**src/rtl/machine_cycle_sequencer_pkg.sv**
```systemverilog
// machine_cycle_sequencer_pkg: shared control-unit timing constants and sequencer state encoding.
// Rev 1.0
`default_nettype none

package machine_cycle_sequencer_pkg;

    localparam int STEP_W_DEF  = 4;
    localparam int COUNT_W_DEF = 8;

    localparam logic [3:0] T1 = 4'b0001;
    localparam logic [3:0] T2 = 4'b0010;
    localparam logic [3:0] T3 = 4'b0100;
    localparam logic [3:0] T4 = 4'b1000;
    localparam logic [7:0] M1 = 8'b0000_0001;

    localparam logic [0:0] SEQ_RUN  = 1'b0;
    localparam logic [0:0] SEQ_HALT = 1'b1;

endpackage

`default_nettype wire

```
**src/rtl/machine_cycle_sequencer_onehot_rotator.sv**
```systemverilog
// onehot_rotator: one-hot register that rotates left on enable; load returns it to bit0.
// Rev 1.0
`default_nettype none

module onehot_rotator #(
    parameter int W = 4
) (
    input  logic         i_Clk,
    input  logic         i_Rst_n,
    input  logic         i_En,
    input  logic         i_Load,
    output logic [W-1:0] o_Q
);

    localparam logic [W-1:0] BIT0 = {{(W-1){1'b0}}, 1'b1};

    logic [W-1:0] onehot_q;
    logic [W-1:0] onehot_d;

    // Load has priority so a restart never lands on a rotated value
    always_comb begin
        onehot_d = onehot_q;
        if (i_Load) begin
            onehot_d = BIT0;
        end else if (i_En) begin
            onehot_d = {onehot_q[W-2:0], onehot_q[W-1]};
        end
    end

    always_ff @(posedge i_Clk) begin
        if (!i_Rst_n) begin
            onehot_q <= BIT0;
        end else begin
            onehot_q <= onehot_d;
        end
    end

    assign o_Q = onehot_q;

endmodule

`default_nettype wire

```
**src/rtl/machine_cycle_sequencer.sv**
```systemverilog
// machine_cycle_sequencer: T-state / M-cycle timing generator with stall, HALT and runaway detection.
// Rev 1.0
`default_nettype none

module machine_cycle_sequencer
    import machine_cycle_sequencer_pkg::*;
#(
    parameter int STEP_W  = STEP_W_DEF,
    parameter int COUNT_W = COUNT_W_DEF
) (
    input  logic               i_Clk,
    input  logic               i_Rst_n,
    input  logic               i_Stall,
    input  logic               i_IR_Fetch,
    input  logic               i_Halt_Req,
    input  logic               i_Wake,
    output logic [STEP_W-1:0]  o_Cycle_Step,
    output logic [COUNT_W-1:0] o_Cycle_Count,
    output logic               o_Active,
    output logic               o_M_End,
    output logic               o_Instr_Start,
    output logic               o_Halted,
    output logic               o_Seq_Error
);

    logic [0:0]         state_q, state_d;
    logic               start_q, start_d;
    logic               err_q,   err_d;
    logic               count_load;
    logic               m_end;
    logic [STEP_W-1:0]  step;
    logic [COUNT_W-1:0] count;

    assign m_end = step[STEP_W-1] & ~i_Stall;

    onehot_rotator #(.W(STEP_W)) u_step (
        .i_Clk   (i_Clk),
        .i_Rst_n (i_Rst_n),
        .i_En    (~i_Stall),
        .i_Load  (1'b0),
        .o_Q     (step)
    );

    onehot_rotator #(.W(COUNT_W)) u_count (
        .i_Clk   (i_Clk),
        .i_Rst_n (i_Rst_n),
        .i_En    (m_end),
        .i_Load  (count_load),
        .o_Q     (count)
    );

    // Start pulse survives stalls; otherwise it lives for exactly one advancing clock
    always_comb begin
        state_d    = state_q;
        err_d      = err_q;
        start_d    = i_Stall ? start_q : 1'b0;
        count_load = 1'b0;
        if (m_end) begin
            case (state_q)
                SEQ_RUN: begin
                    if (i_IR_Fetch) begin
                        count_load = 1'b1;
                        if (i_Halt_Req && !i_Wake) begin
                            state_d = SEQ_HALT;
                        end else begin
                            start_d = 1'b1;
                        end
                    end else if (count[COUNT_W-1]) begin
                        err_d      = 1'b1;
                        count_load = 1'b1;
                        start_d    = 1'b1;
                    end
                end
                SEQ_HALT: begin
                    count_load = 1'b1;
                    if (i_Wake) begin
                        state_d = SEQ_RUN;
                        start_d = 1'b1;
                    end
                end
                default: begin
                    state_d    = SEQ_RUN;
                    count_load = 1'b1;
                end
            endcase
        end
    end

    always_ff @(posedge i_Clk) begin
        if (!i_Rst_n) begin
            state_q <= SEQ_RUN;
            start_q <= 1'b1;
            err_q   <= 1'b0;
        end else begin
            state_q <= state_d;
            start_q <= start_d;
            err_q   <= err_d;
        end
    end

    assign o_Cycle_Step  = step;
    assign o_Cycle_Count = count;
    assign o_M_End       = m_end;
    assign o_Active      = (state_q == SEQ_RUN);
    assign o_Halted      = (state_q == SEQ_HALT);
    assign o_Instr_Start = start_q;
    assign o_Seq_Error   = err_q;

endmodule

`default_nettype wire

```
**config.mk**
```make
export PLATFORM = sky130hd
export DESIGN_NAME = machine_cycle_sequencer
export DESIGN_NICKNAME = d
export VERILOG_FILES = /design/src/rtl/machine_cycle_sequencer_pkg.sv /design/src/rtl/machine_cycle_sequencer_onehot_rotator.sv /design/src/rtl/machine_cycle_sequencer.sv
export SDC_FILE = /design/constraint.sdc
export NUM_CORES = 1
export LEC_CHECK = 0
export CAP_MARGIN = 10
export CORE_MARGIN = 4
export CORE_UTILIZATION = 41
export CTS_CLUSTER_SIZE = 28
export DETAILED_ROUTE_END_ITERATION = 10
export PLACE_DENSITY = 0.84
export SETUP_SLACK_MARGIN = 0.4
export SLEW_MARGIN = 20
export SYNTH_ARGS = -nofsm -noshare
export SYNTH_HDL_FRONTEND = slang
export SYNTH_SLANG_ARGS = --single-unit
```
**constraint.sdc**
```tcl
create_clock -name i_Clk -period 1.3 [get_ports i_Clk]
set_input_delay 0.26 -clock i_Clk [delete_from_list [all_inputs] [get_ports i_Clk]]
set_output_delay 0.26 -clock i_Clk [all_outputs]
set_load 0.02 [all_outputs]
```
==> results by group, run 1 <==
Status
  • Status: complete, no violations

Drt
  • Number of antenna-violating nets in the routed design: 0
  • DR pass1 iterations: 4
  • WL/cell: 16.2 um
  • DRT Wirelength: 2.05 mm
  • Number of DRC violations after detailed routing: 0
  • Count of routing violations after the opening detailed-route iteration: 7
  • Detailed-route vias per instance: 5.38
  • Vias: 683

Final layout
  • Most frequent standard cell in the layout excluding fill and tap cells: sky130_fd_sc_hd__buf_6
  • Commonest cells after routing, fill and taps aside: sky130_fd_sc_hd__buf_6 (25), sky130_fd_sc_hd__buf_4 (17), sky130_fd_sc_hd__nand2_1 (16)
  • Area occupied by multi-input gates: 299 um^2
  • Finished Core Util: 0.848
  • Share of final-layout standard cells stronger than drive strength 1: 0.679
  • Seq. cell area: 324 um^2
  • Number of fillers in the final layout: 77
  • Count of inserted antenna diode cells: 0
  • Relative area change from synthesis to final layout: 87.9%
  • Number of nets in the layout: 119

Timing
  • Transition time of the tightest slew-check pin: 0.276 ns
  • Total of endpoints with negative setup slack in the final report: 0
  • Number of pins exceeding their max-slew limit in the final report: 0
  • Unrepaired setup endpoints after global routing: yes
  • Final hold violation count: 0
  • Upper clock frequency limit: 0.857 GHz
  • Final worst clock skew: 0.00462 ns
  • Slew margin rel.: 0.816
  • Final critical delay including setup and external delays: 1.17 ns
  • Tcrit/Tclk final: 0.898
  • Hold slack final: 0.479 ns

Clock network
  • CTS H-tree lvls: 1
  • Max Root-Sink Buffers: 2
  • CTS root buffer: sky130_fd_sc_hd__clkbuf_4
  • Post-CTS Hold Buffers: 0
  • Number of CTS-inserted buffers: 3
  • Clk Latency, worst-skew pair: 0.29 ns
  • TritonCTS clock tree: yes
  • Post-CTS clock slew at the launch and capture registers of the worst setup and hold paths: 0.10 ns
  • Number of clock sinks: 15

Job
  • Number of maximum-capacitance violations: 0

GRT
  • Number of global-route vias before repair: 598
  • Global-route wire length before repair: 2.70 mm
  • GRT Resource Usage Total: 0.184
  • Largest net degree at the start of global routing: 12
  • Number of antenna violations at the first check in global routing: 0
  • Total overflow reported by the global router: 0

Critical path
  • Data arrival time of the critical path: 0.91 ns
  • Longest individual stage delay on the worst path: 0.38 ns
  • Worst path slowest cell: sky130_fd_sc_hd__dfxtp_4
  • Kind of end point of the critical path: output port
  • CP required: 1.04 ns
  • R2r setup slk: 0.15 ns
  • Largest driver fanout on the critical path: 3
  • Launching element type of the critical path: flop
  • Critical Path Start: u_step.o_Q[3]
  • Cell-by-cell listing of the critical path: nand2b_4, inv_4, buf_6
  • RR Startpoint: u_step.o_Q[3]
  • Path type of the worst setup path: reg2out

Power and ir drop
  • Worst voltage drop across the vdd grid: 0.646 mV
  • Static Leak: 0.501 nW
  • PD cells: 783 nW/um^2

Floorplan
  • Row count: 13
  • Boundary pin count: 23
  • X dimension of the die: 46.6 um
  • Vertical extent of the die: 46.6 um
  • Area inside the core boundary: 1350 um^2
  • Starting density of the core: 0.451
  • Die ar.: 2170 um^2

Synthesis
  • Compound-gate portion of the synthesized area: 0.191
  • Proportion of synthesized area in mux cells: 0.0493
  • Mean area per synthesized cell: 9.67 um^2
  • Post-synthesis share of cell area spent on xor and xnor gates: 0
  • Simple-gate share of the synthesized area: 0.193
  • Yosys synthesis warning count: 0
  • Fraction of the yosys area taken by sequential cells: 0.493
  • Main combinational cell family by area after synthesis: simple AND/OR/NAND/NOR gates
  • Netlist area before placement: 609 um^2
  • Cell count after synthesis: 63
  • Adder-Cell Fraction of Synth Area: 0
  • Synthesized net count: 69
  • Yosys reg bits: 15
  • Post-synth cell types: 16

Placement
  • Final RePlAce weighted congestion: 0.703
  • Detailed-placement wirelength estimate: 1.02 mm
  • I/O Buffers: 22

Hold path
  • Hold path startpoint: u_count.o_Q[0]
  • Hold Path Class: reg2reg
-- layer usage --
metal | vias up | part of all wire | wire length [um] | global-route usage
li1 | 308 | - | - | -
met1 | 334 | 0.44 | 896 | 0.211
met2 | 33 | 0.47 | 959 | 0.291
met3 | 8 | 0.062 | 127 | 0.0391
met4 | 0 | 0.034 | 70 | 0.142
met5 | - | 0 | 0 | 0
-- Yosys cell counts --
library cell | count | area [um^2]
sky130_fd_sc_hd__inv_2 | 1 | 3.75
sky130_fd_sc_hd__nand2_1 | 16 | 60.1
sky130_fd_sc_hd__mux2i_1 | 3 | 30.0
sky130_fd_sc_hd__a21oi_1 | 8 | 40.0
sky130_fd_sc_hd__nand3_1 | 1 | 5.00
sky130_fd_sc_hd__nor3_4 | 1 | 16.3
sky130_fd_sc_hd__a21o_2 | 1 | 8.76
sky130_fd_sc_hd__buf_6 | 3 | 33.8
sky130_fd_sc_hd__o21ai_4 | 1 | 16.3
sky130_fd_sc_hd__nand2b_4 | 1 | 13.8
sky130_fd_sc_hd__inv_1 | 2 | 7.51
sky130_fd_sc_hd__a31oi_1 | 2 | 12.5
sky130_fd_sc_hd__nor2_1 | 6 | 22.5
sky130_fd_sc_hd__dfxtp_1 | 15 | 300
sky130_fd_sc_hd__a211oi_2 | 1 | 12.5
sky130_fd_sc_hd__o311ai_4 | 1 | 26.3
-- state kept, by name, summed over array words and instances (netlist names) --
register / cells
o_Halted: 1
u_count.o_Q: 8
u_step.o_Q: 4
o_Seq_Error: 1
o_Instr_Start: 1
-- power by group --
| part | leakage, nW | internal (mW) | switching [mW] |
|---|---|---|---|
| clock | 0.0177 | 0.114 | 0.169 |
| sequential | 0.128 | 0.467 | 0.00790 |
| combinational | 0.356 | 0.0742 | 0.0646 |
| total | 0.501 | 0.656 | 0.241 |
-- cell families (layout without fill, tap and decap cells) --
logic type	Yosys count	after routing
AOI/OAI and AO/OA	14	14
buffers and inverters	6	55
DFF	15	15
muxes	3	3
and+or+nand+nor	25	25
-- path summary, 6_finish.rpt --
check / end / depth (start not counted)
max reg2reg: o_Halted / 6
min: u_count.o_Q[1] / 2
min reg2reg: u_count.o_Q[1] / 2
max: o_M_End / 3
-- per-stage QoR --
stage	power, mW	TNS, ns	setup slack, ns	area, um^2	instances
floorplan	0.541	0	0.272	617	63
global placement	0.590	-2.04	-0.449	878	105
detailed placement	0.593	-2.22	-0.447	878	105
CTS	0.872	0	0.136	1010	117
global route	0.935	0	0.0946	1140	127
finish	0.897	0	0.133	1140	127
-- critical path: cells and delay by family (launching register included) --
kind / cells / cell delay (ns)
flops: 1 / 0.38
buf+inv: 2 / 0.17
simple gates: 1 / 0.07
-- cell type report --
type                            count  area share
Tap cell                           15      0.0164
Inverter                            3      0.0120
Clock buffer                        3      0.0197
Sequential cell                    15       0.283
Clock inverter                      1     0.00437
Timing Repair Buffer               48       0.403
Multi-Input combinational cell     42       0.261
-- timing repair --
action	4_1_cts	5_1_grt
pin swaps	2	4
buffers inserted	8	10
endpoints found under the setup margin	32	30
gates resized for setup	120	17
Note: power is estimated with default switching activity, not from simulation.
==> run 2, diff against run 1 <==
--- a/config.mk
+++ b/config.mk
@@ -5,7 +5,7 @@
 export SDC_FILE = /design/constraint.sdc
 export NUM_CORES = 1
 export LEC_CHECK = 0
-export CAP_MARGIN = 10
+export CAP_MARGIN = 25
 export CORE_MARGIN = 4
 export CORE_UTILIZATION = 41
 export CTS_CLUSTER_SIZE = 28
==> results of run 2 <==
The final DEF is identical to that of run 1; final timing and power are the same.
==> run 3, diff against run 2 <==
--- a/config.mk
+++ b/config.mk
@@ -12,6 +12,7 @@
 export DETAILED_ROUTE_END_ITERATION = 10
 export PLACE_DENSITY = 0.84
 export SETUP_SLACK_MARGIN = 0.4
+export SKIP_CTS_REPAIR_TIMING = 1
 export SLEW_MARGIN = 20
 export SYNTH_ARGS = -nofsm -noshare
 export SYNTH_HDL_FRONTEND = slang
==> run 3 against run 2 <==
Effect of this change:
- routed wire length fell by 20%
- count of clock-buffer cells in the layout did not move
- global-route usage fell by 3.6 points
- worst hold slack got worse by 0.12 ns
- maximum frequency rose by 0.60%
- clock skew fell by 0.0034 ns
- via count fell by 13%
- die area did not move
- worst setup slack improved by 0.0069 ns
- register-to-register slack barely moved
- critical endpoint unchanged
- flip-flop and latch count did not move
- critical path depth did not move
==> results by group, run 3 (same netlist as run 1, synthesis figures left out) <==
Placement
  • I/O Buffers: 22 (unchanged)
  • Standard cell area after detailed placement: 878 um^2 (unchanged)
  • Setup slack at placement: -0.447 ns (unchanged)
  • Detailed-placement wirelength estimate: 1.02 mm (unchanged)
  • Placed cell count: 105 (unchanged)
  • Final RePlAce weighted congestion: 0.703 (unchanged)

Clock network
  • Max Root-Sink Buffers: 2 (unchanged)
  • CTS H-tree lvls: 1 (unchanged)
  • CTS root buffer: sky130_fd_sc_hd__clkbuf_4
  • Number of clock sinks: 15 (unchanged)
  • Post-CTS clock slew at the launch and capture registers of the worst setup and hold paths: 0.09 ns (about the same)
  • TritonCTS clock tree: yes
  • Number of CTS-inserted buffers: 3 (unchanged)
  • Clk Latency, worst-skew pair: 0.29 ns (about the same)

GRT
  • Number of antenna violations at the first check in global routing: 0 (unchanged)
  • GRT Resource Usage Total: 0.147 (-0.0364)
  • Number of global-route vias before repair: 518 (-13%)
  • Total overflow reported by the global router: 0 (unchanged)
  • Largest net degree at the start of global routing: 12 (unchanged)
  • Global-route wire length before repair: 2.21 mm (-18%)

Timing
  • Unrepaired setup endpoints after global routing: yes
  • Final worst clock skew: 0.00126 ns (-0.00336 ns)
  • Final hold violation count: 0 (unchanged)
  • Transition time of the tightest slew-check pin: 0.275 ns (-0.00107 ns)
  • Final critical delay including setup and external delays: 1.16 ns (-0.00694 ns)
  • Total of endpoints with negative setup slack in the final report: 0 (unchanged)
  • Upper clock frequency limit: 0.862 GHz (+0.60%)
  • Slew margin rel.: 0.816 (about the same)
  • Number of pins exceeding their max-slew limit in the final report: 0 (unchanged)
  • Tcrit/Tclk final: 0.892 (-0.00534)
  • Final-layout setup total negative slack: 0 ns (unchanged)
  • Post-route setup slack: 0.140 ns (+0.00694 ns)

Drt
  • WL/cell: 14.0 um (-14%)
  • Top Layer Used: met4
  • Detail Route met2 WL: 832 um (-13%)
  • Number of antenna-violating nets in the routed design: 0 (unchanged)
  • DRT Wirelength: 1.63 mm (-20%)
  • Count of routing violations after the opening detailed-route iteration: 12 (+5)
  • DR pass1 iterations: 4 (unchanged)
  • Vias: 591 (-13%)
  • Total met3 wirelength after detailed routing: 125 um (-1.6%)
  • Detailed-route wire length on metal 1: 646 um (-28%)
  • Number of DRC violations after detailed routing: 0 (unchanged)
  • Detailed-route vias per instance: 5.05 (-6.1%)

Power and ir drop
  • Switching part of the total power: 0.259 (-0.0101)
  • PD cells: 821 nW/um^2 (+4.8%)
  • Static Leak: 0.485 nW (-3.3%)
  • Logic pwr share: 0.137 (-0.018)
  • Worst voltage drop across the vdd grid: 0.600 mV (-7.2%)
  • Part of the total power dissipated in sequential elements: 0.547 (+0.017)
  • P_int: 0.643 mW (-1.9%)
  • Clock Power Share: 0.316 (about the same)
  • Overall Power: 0.868 mW (-3.2%)
  • Power dissipated by switching net loads: 0.225 mW (-6.8%)

Critical path
  • Worst path slowest cell: sky130_fd_sc_hd__dfxtp_4
  • Critical R2R Capture: u_count.o_Q[2]
  • Cell-by-cell listing of the critical path: nand2b_4, inv_2, buf_6
  • Data arrival time of the critical path: 0.90 ns (about the same)
  • Kind of end point of the critical path: output port
  • Launching element type of the critical path: flop
  • CP required: 1.04 ns (about the same)
  • Critical Path Start: u_step.o_Q[3]
  • Path type of the worst setup path: reg2out
  • RR Startpoint: u_step.o_Q[3]
  • R2r setup slk: 0.14 ns (about the same)
  • Largest driver fanout on the critical path: 3 (unchanged)
  • Count of cells along the worst register-to-register path: 5 (-1)
  • Timing endpoint of the critical path: o_M_End
  • Longest individual stage delay on the worst path: 0.37 ns (about the same)

Final layout
  • Count of placed standard cells in the final layout, fillers left out: 117 (-7.9%)
  • Share of final-layout standard cells stronger than drive strength 1: 0.627 (-0.0511)
  • Area of all placed cells without fillers: 1060 um^2 (-7.7%)
  • Relative area change from synthesis to final layout: 73.5%
  • Max FFs per register: 8 (unchanged)
  • Most frequent standard cell in the layout excluding fill and tap cells: sky130_fd_sc_hd__buf_6
  • Count of inserted antenna diode cells: 0 (unchanged)
  • Number of nets in the layout: 109 (-8.4%)
  • Number of fillers in the final layout: 86 (+12%)
  • Commonest cells after routing, fill and taps aside: sky130_fd_sc_hd__buf_6 (18), sky130_fd_sc_hd__nand2_1 (16), sky130_fd_sc_hd__dfxtp_2 (13), sky130_fd_sc_hd__buf_4 (13), sky130_fd_sc_hd__nor2_1 (6)

Hold path
  • Hold Path Class: in2reg
  • Hold path startpoint: i_Rst_n

Floorplan
  • Die ar.: 2170 um^2 (unchanged)
  • Area inside the core boundary: 1350 um^2 (unchanged)
  • X dimension of the die: 46.6 um (unchanged)
  • Row count: 13 (unchanged)
  • Starting density of the core: 0.451 (unchanged)
  • Boundary pin count: 23 (unchanged)
  • Vertical extent of the die: 46.6 um (unchanged)

Status
  • Status: complete, no violations

Job
  • Number of maximum-capacitance violations: 0 (unchanged)
[run 3: cell types whose count changed in the layout (fill, tap and decap cells not counted), moves of 3 or more]
cell,previous run,this run
sky130_fd_sc_hd__a21oi_2,0,3
sky130_fd_sc_hd__buf_4,17,13
sky130_fd_sc_hd__buf_6,25,18
sky130_fd_sc_hd__dlymetal6s2s_1,0,4
[run 3: per-layer routing]
| layer | up-vias | global-route usage |
|---|---|---|
| met1 | 281 | 0.177 |
| met3 | 4 | 0.0273 |
| li1 | 285 | - |
| met5 | - | 0 |
| met2 | 21 | 0.242 |
| met4 | 0 | 0.0852 |
[run 3: worst min-delay path by stage]
stage | cells past startpoint | endpoint
floorplan | 1 | o_Instr_Start
global placement | 2 | u_count.o_Q[7]
detailed placement | 2 | u_count.o_Q[3]
CTS | 2 | u_count.o_Q[3]
global route | 3 | o_Halted
finish | 3 | o_Halted
[run 3: final cells by class]
cell class / count / area, um^2 / share of cell area
well taps: 15 / 18.8 / 0.0178
flip-flops and latches: 15 / 324 / 0.307
inverters: 3 / 11.3 / 0.0107
repair buffers: 38 / 385 / 0.364
multi-input cells: 42 / 290 / 0.275
clock inverters: 1 / 5.00 / 0.00473
clock buffers: 3 / 22.5 / 0.0213
[run 3: power groups by stage]
| stage | Clock (mW) | Combinational [mW] | Sequential [mW] |
|---|---|---|---|
| after CTS | 0.274 | 0.107 | 0.476 |
| after global placement | 0 | 0.104 | 0.486 |
| final | 0.274 | 0.119 | 0.475 |
| after floorplan | 0 | 0.0423 | 0.499 |
| after detailed placement | 0 | 0.106 | 0.487 |
| after global routing | 0.300 | 0.127 | 0.476 |
[run 3: stage by stage]
step	hold slack, ns	utilization
after global routing	0.376	0.783
after floorplan	0.325	-
after global placement	0.451	0.651
after CTS	0.476	0.671
final	0.361	0.783
after detailed placement	0.457	0.651
[run 3: critical path: cells and delay by family, from the launching register on]
kind | cells | cell delay (ns)
flip-flops | 1 | 0.37
AND/OR/NAND/NOR | 1 | 0.06
buffers and inverters | 2 | 0.17
